**src/rtl/pc_update_unit.sv**
```systemverilog
// Program-counter update unit: PC register, branch/jump next-PC selection,
// circular return-address stack and misaligned-target exception capture.
module pc_update_unit #(
  parameter int              WIDTH      = 32,
  parameter logic [WIDTH-1:0] RESET_PC  = '0,
  parameter logic [31:0]     EXC_VECTOR = 32'h0000_0180,
  parameter int              RAS_DEPTH  = 4
) (
  input  logic             clk,
  input  logic             rst,
  input  logic [1:0]       PCSource,
  input  logic             PCWrite,
  input  logic             PCWriteCond,
  input  logic             Zero,
  input  logic             BranchNe,
  input  logic [WIDTH-1:0] ALU_Result,
  input  logic [WIDTH-1:0] ALUOut,
  input  logic [25:0]      Jump_field,
  input  logic             ras_push,
  output logic [WIDTH-1:0] PC,
  output logic [WIDTH-1:0] PC_in,
  output logic [WIDTH-1:0] EPC,
  output logic [WIDTH-1:0] BadAddr,
  output logic             exc_misaligned,
  output logic             ras_underflow,
  output logic             ras_empty,
  output logic             ras_full
);

  localparam int PW = $clog2(RAS_DEPTH);
  localparam logic [WIDTH-1:0] EXC_PC   = WIDTH'(EXC_VECTOR);
  localparam logic [WIDTH-1:0] LOW_MASK = WIDTH'(64'h0FFF_FFFF);
  localparam logic [PW:0]      FULL_CNT = (PW + 1)'(RAS_DEPTH);

  logic [WIDTH-1:0] ras_mem [RAS_DEPTH];
  logic [PW-1:0]    ptr, ptr_next, wr_idx;
  logic [PW:0]      count, count_next;
  logic [WIDTH-1:0] jump_target, ras_top;
  logic             upd, pop_req, pop, misaligned;

  assign ras_empty = (count == '0);
  assign ras_full  = (count == FULL_CNT);
  assign ras_top   = ras_mem[ptr];

  // Upper PC bits above bit 27 survive a jump; narrower PCs keep only the low bits.
  assign jump_target = (PC & ~LOW_MASK) | WIDTH'({Jump_field, 2'b00});

  always_comb begin
    PC_in = ALU_Result;
    case (PCSource)
      2'd0: PC_in = ALU_Result;
      2'd1: PC_in = ALUOut;
      2'd2: PC_in = jump_target;
      2'd3: PC_in = ras_empty ? ALUOut : ras_top;
      default: PC_in = ALU_Result;
    endcase
  end

  assign upd        = PCWrite | (PCWriteCond & (Zero ^ BranchNe));
  assign misaligned = |PC_in[1:0];
  assign pop_req    = upd & (PCSource == 2'd3);
  assign pop        = pop_req & ~ras_empty;

  // A push paired with a pop overwrites the current top instead of moving the pointer.
  always_comb begin
    ptr_next   = ptr;
    count_next = count;
    wr_idx     = ptr + 1'b1;
    if (ras_push && pop) begin
      wr_idx = ptr;
    end else if (ras_push) begin
      ptr_next = ptr + 1'b1;
      if (!ras_full) count_next = count + 1'b1;
    end else if (pop) begin
      ptr_next   = ptr - 1'b1;
      count_next = count - 1'b1;
    end
  end

  always_ff @(posedge clk) begin
    if (rst) begin
      PC             <= RESET_PC;
      EPC            <= '0;
      BadAddr        <= '0;
      ptr            <= '0;
      count          <= '0;
      exc_misaligned <= 1'b0;
      ras_underflow  <= 1'b0;
    end else begin
      ptr            <= ptr_next;
      count          <= count_next;
      exc_misaligned <= upd & misaligned;
      ras_underflow  <= pop_req & ras_empty;
      if (upd) begin
        if (misaligned) begin
          PC      <= EXC_PC;
          EPC     <= PC;
          BadAddr <= PC_in;
        end else begin
          PC <= PC_in;
        end
      end
    end
  end

  always_ff @(posedge clk) begin
    if (!rst && ras_push) ras_mem[wr_idx] <= PC;
  end

endmodule

```
**config.mk**
```make
export PLATFORM = sky130hd
export DESIGN_NAME = pc_update_unit
export DESIGN_NICKNAME = d
export VERILOG_FILES = /design/src/rtl/pc_update_unit.sv
export SDC_FILE = /design/constraint.sdc
export NUM_CORES = 1
export LEC_CHECK = 0
export ABC_AREA = 0
export CAP_MARGIN = 20
export CELL_PAD_IN_SITES_DETAIL_PLACEMENT = 2
export CELL_PAD_IN_SITES_GLOBAL_PLACEMENT = 2
export CORE_UTILIZATION = 36
export DETAILED_ROUTE_END_ITERATION = 6
export PLACE_DENSITY_LB_ADDON = 0.2
export RECOVER_POWER = 50
export SETUP_SLACK_MARGIN = 0.5
export SYNTH_ARGS = -nofsm -noshare
export SYNTH_HDL_FRONTEND = slang
export SYNTH_SLANG_ARGS = --single-unit
```
**constraint.sdc**
```tcl
create_clock -name clk -period 9.8 [get_ports clk]
set_input_delay 1.96 -clock clk [delete_from_list [all_inputs] [get_ports clk]]
set_output_delay 1.96 -clock clk [all_outputs]
set_load 0.01 [all_outputs]
```
* Word level (Yosys, flattened, before mapping)
Memories as Yosys holds them, arrays and structs flattened. A register that Yosys moved wholly into a read port is not among the register bits. Cells that the tools add are included.
Storage, ports and cells: flip-flop bits (word level) 103, bits in writable memories 128, memories kept 1
Memory list:
- ras_mem | words 4, width 32, rd ports 1, clocked after Yosys merged registers in 1, write ports 1, line 35 | logic [WIDTH-1:0] ras_mem [RAS_DEPTH];
Cells by class: add/sub/neg operators 4, eq/ne operators 5, mux-type cells 13, bitwise logic cells 10, reductions and logical operators 10
Operators with widths (count):
- 32-bit case mux with 4 select lines | 1
- 32-bit two-way mux | 2
- 32-bit by 28-bit OR with 32-bit output | 1
- 2-bit two-way mux | 5
- 3-bit two-way mux | 3
- 1-bit AND | 5
- 2-bit == test, second input constant | 2
- 2-bit AND reduction | 2
- 3-bit by 1-bit adder with 3-bit output, second input constant | 1
- 3-bit == test, second input constant | 1
- 3-bit zero test | 1
- 3-bit AND reduction | 1
- 3-bit by 1-bit subtractor with 3-bit output, second input constant | 1
- 2-bit by 1-bit adder with 2-bit output, second input constant | 1
- 2-bit by 1-bit == test with 1-bit output, second input constant | 1
- 1-bit logical AND | 2
- 2-bit zero test | 1
- 1-bit two-way mux | 2
- 2-bit != test, second input constant | 1
- 1-bit NOT | 2
- 2-bit nonzero test | 1
- 2-bit OR reduction | 1
- 2-bit by 1-bit subtractor with 2-bit output, second input constant | 1
- 1-bit zero test | 1
- other kinds (2) | 2

* Logic depth before layout (Yosys ltp)
depth after elaboration 10, depth in mapped cells 11, gate-level depth less buffers 10

* Least setup slack after synthesis
No wires, ideal clock.
kind input port to flip-flop, from input port PCSource[1], to memory ras_mem[1][0], enable pin, library setup time 0.502 ns, arrival time 6.314 ns, data required time 9.298 ns, setup slack 2.984 ns, stages on the path 8, buffers on the path 2, cells stage by stage clkbuf_1 -> o31ai_2 -> buf_2 -> or2_2 -> inv_1 -> ha_1 -> nor2b_1 -> nor4_1
Between the ends: cells in the longest elaborated chain, start to end 5
RTL lines:
- from (decl) | line 11 | input logic [1:0] PCSource,
- 2-bit == test | line 61 | assign pop_req = upd & (PCSource == 2'd3);
- 1-bit AND | line 61
- 1-bit AND | line 62 | assign pop = pop_req & ~ras_empty;
- 1-bit logical AND | line 69 | if (ras_push && pop) begin
- 2-bit two-way mux | line 69
- to (decl) | line 35
No other way between the ends.

==> metrics.txt <==
Slew Limit Fails=169; hold_buf cts=0; most common cell type on the critical path=clkbuf_1; Hold WC Path Type=register to register; register clock-pin slew on the reported worst setup and hold paths=0.06 ns; DP Wirelength=between 20000 and 25000 um; post-synthesis adder-cell area fraction=0.00446; boundary pin count=231; Die Span X=170 um; clk_skew=0.00837 ns; standard-cell rows=60; Max Cap Violations=2; #FFs+latches synth=233; post-synthesis mux area share=0.166; ys flop type=edfxtp_1; violated checks=capacitance limit, slew limit; Max Fclk=between 150 and 200 MHz; most common cell in the netlist=edfxtp_1; CP startpoint=rst; CTS tree=done; Critical Path, Cell by Cell=clkbuf_1, clkbuf_1, nand2b_1, mux2i_1; post-cts resize count=0; die area=between 20000 and 30000 sq um; drt pass-1 iters=4; Cell variety after synth=33; Rel. slew slack=-1.13; WL final=between 30000 and 40000 um; Synth Area in Compound Gates=0.0619; Clock Power Share=0.384; largest net degree at the start of global routing=86; Arr. time, crit path=6.92 ns; hold_ws=roughly 0.47 ns; ANT nets after route=0; main combinational cell family by area after synthesis=multiplexers; Final Instance Area=13700 sq um; Post-CTS Setup Repair Bufs=0; post-layout min period=around 6.5 ns; hold path startpoint=BadAddr[21]$_SDFFE_PP0P_; Pint=2.09 mW; vias=7284; layout cells sized above 1=0.107; syn avg cell area=12.8 sq um; IO buf count=230; Synthesized Nets=just under 900; Synth area leader=edfxtp_1; first-pass GRT wire length=around 51000 um; crit path capture type=register; Req. time, crit path=10.17 ns; status=finished, violations left; Worst VDD drop=0.000100 V; kind of critical path=input pin to register; Pwr Density=209 nW/um^2; Switching Share=0.272; Clock Path Buffers=3; asr flop ratio synth=0; simple-gate portion of the synthesized area=0.141; Setup crit start kind=input pin; Initial Util=0.371; H-Tree Depth=1; Synth Cell Area=10100 sq um; Critical Path Max Stage Delay=around 2.4 ns; final hold violation count=0; Post-Route Utilization=0.504; Least-Margin Pin Slew=around 3.2 ns; leakage dissipation=roughly 5.1 nW; XOR/XNOR Fraction of Synth Area=0.00607; Net Switching=0.780 mW; Commonest cells post-synth=edfxtp_1 (128), nand2b_1 (127), dfxtp_1 (105); number of global-route vias before repair=~8200; Crit-path slowest cell=clkbuf_1; total CTS buffers=26; post-synth top area share=0.380; Vias/cell=5.23; initial antenna violation count=0; CP Max Fanout=85; Inserted Diodes=0; worst hold path stage count=2; Post-synth EDFFs=128; DRT iter0 DRCs=300; wire per inst=about 24 um; chip height=170 um; Post-layout nets=1102; Num Clock Sinks=between 200 and 250; R2R cell count=9; routability cong.=0.725; part of the Yosys area used for sequential elements=0.588; Critical R2R Launch=count[0]$_SDFFE_PP0P_; Logic pwr share=0.202; worst skew pair latency=0.53 ns; Placed Area=around 13000 sq um; area added between synthesis and finish=36.0%; top post-synthesis cells by area=edfxtp_1 (38%), dfxtp_1 (21%), mux2i_1 (9.5%); RSZ-0062 raised after global routing=false; Total Negative Setup Slacks=0 ns; cell count after synthesis=787; residual DRC count=0; Reg power frac=0.414; crit share post-route=0.668; Total GRT Usage=0.237; root buffer cell=clkbuf_16; Synth warnings=0; Core ar.=about 27000 sq um; final setup fails=0; remaining global-route overflow=0
-- per-layer routing --
layer  GRT usage  wire (um)  vias up
met2       0.420      16800      219
met4      0.0591        732        0
met5           0          0        -
met3      0.0478       1990       47
li1            -          -     3292
met1       0.294      14100     3726
-- registers in the layout, summed over array words and instances, names as in the netlist, named ones only --
register,flops
ras_underflow,1
EPC,32
count,3
ras_mem,128
BadAddr,32
PC,32
exc_misaligned,1
ptr,2
-- stage by stage --
step	std cells	power, mW	setup WS [ns]
finish	1392	2.87	3.26
global route	1392	2.97	2.66
CTS	1390	2.91	3.74
detailed placement	1342	1.80	3.75
global placement	1342	1.78	3.83
floorplan	787	1.51	2.98
-- critical path, delay by kind of cell --
kind / cells / cell delay [ns]
buffers and inverters: 2 / 4.51
AND/OR/NAND/NOR: 1 / 0.31
multiplexers: 1 / 0.12
-- cells in the final DEF (no fill, tap or decap), drive strengths merged --
cell           Yosys  routed
nor3b              3       3
o31ai              1       1
a21oi             63      63
nand3b             1       1
fa                 1       1
nand2b           127     127
clkinv             0       8
clkbuf            39      34
mux4              32      32
clkinvlp           0       2
o31a               2       2
xor2               2       2
or2                1       1
edfxtp           128     128
and3               2       2
clkdlybuf4s50      0     129
nor4               2       2
ha                 2       2
o21ai              3       3
xnor2              5       5
a211oi            33      33
nor2              13      13
dlygate4sd3        0      98
a21o               1       1
nor2b             35      35
buf               23      18
dfxtp            105     105
bufinv             0       6
nand4             28      28
nor3               1       1
nand2             33      33
inv                5       5
mux2i             96      96
-- power by group through the flow --
stage                     registers (mW)  logic, mW  clock network [mW]
final                               1.19      0.578                1.10
after global routing                1.20      0.616                1.15
after CTS                           1.19      0.599                1.12
after detailed placement            1.21      0.588                   0
after global placement              1.20      0.574                   0
after floorplan                     1.19      0.318                   0
-- cell type report --
cell class,count,area [sq um]
clock inverters,16,233
well taps,372,465
clock buffers,32,744
multi-input cells,487,3920
flip-flops and latches,233,5950
inverters,5,18.8
fillers,2649,13500
repair buffers,247,2410
-- cell families (layout without fill, tap and decap cells) --
kind of cell / Yosys count / after routing
buf+inv: 67 / 300
xor+xnor: 7 / 7
mux: 128 / 128
simple gates: 246 / 246
compound gates: 103 / 103
flops: 233 / 233
fa+ha+maj: 3 / 3
-- path summary, 6_finish.rpt --
check             slack [ns]                        to
setup / recovery        3.26      EPC[31]$_SDFFE_PP0P_
hold / removal          0.47  BadAddr[21]$_SDFFE_PP0P_
setup reg to reg        5.60   ras_mem[0][0]$_DFFE_PP_
hold reg to reg         0.47  BadAddr[21]$_SDFFE_PP0P_
No activity file was read; power rests on OpenSTA's default activity.
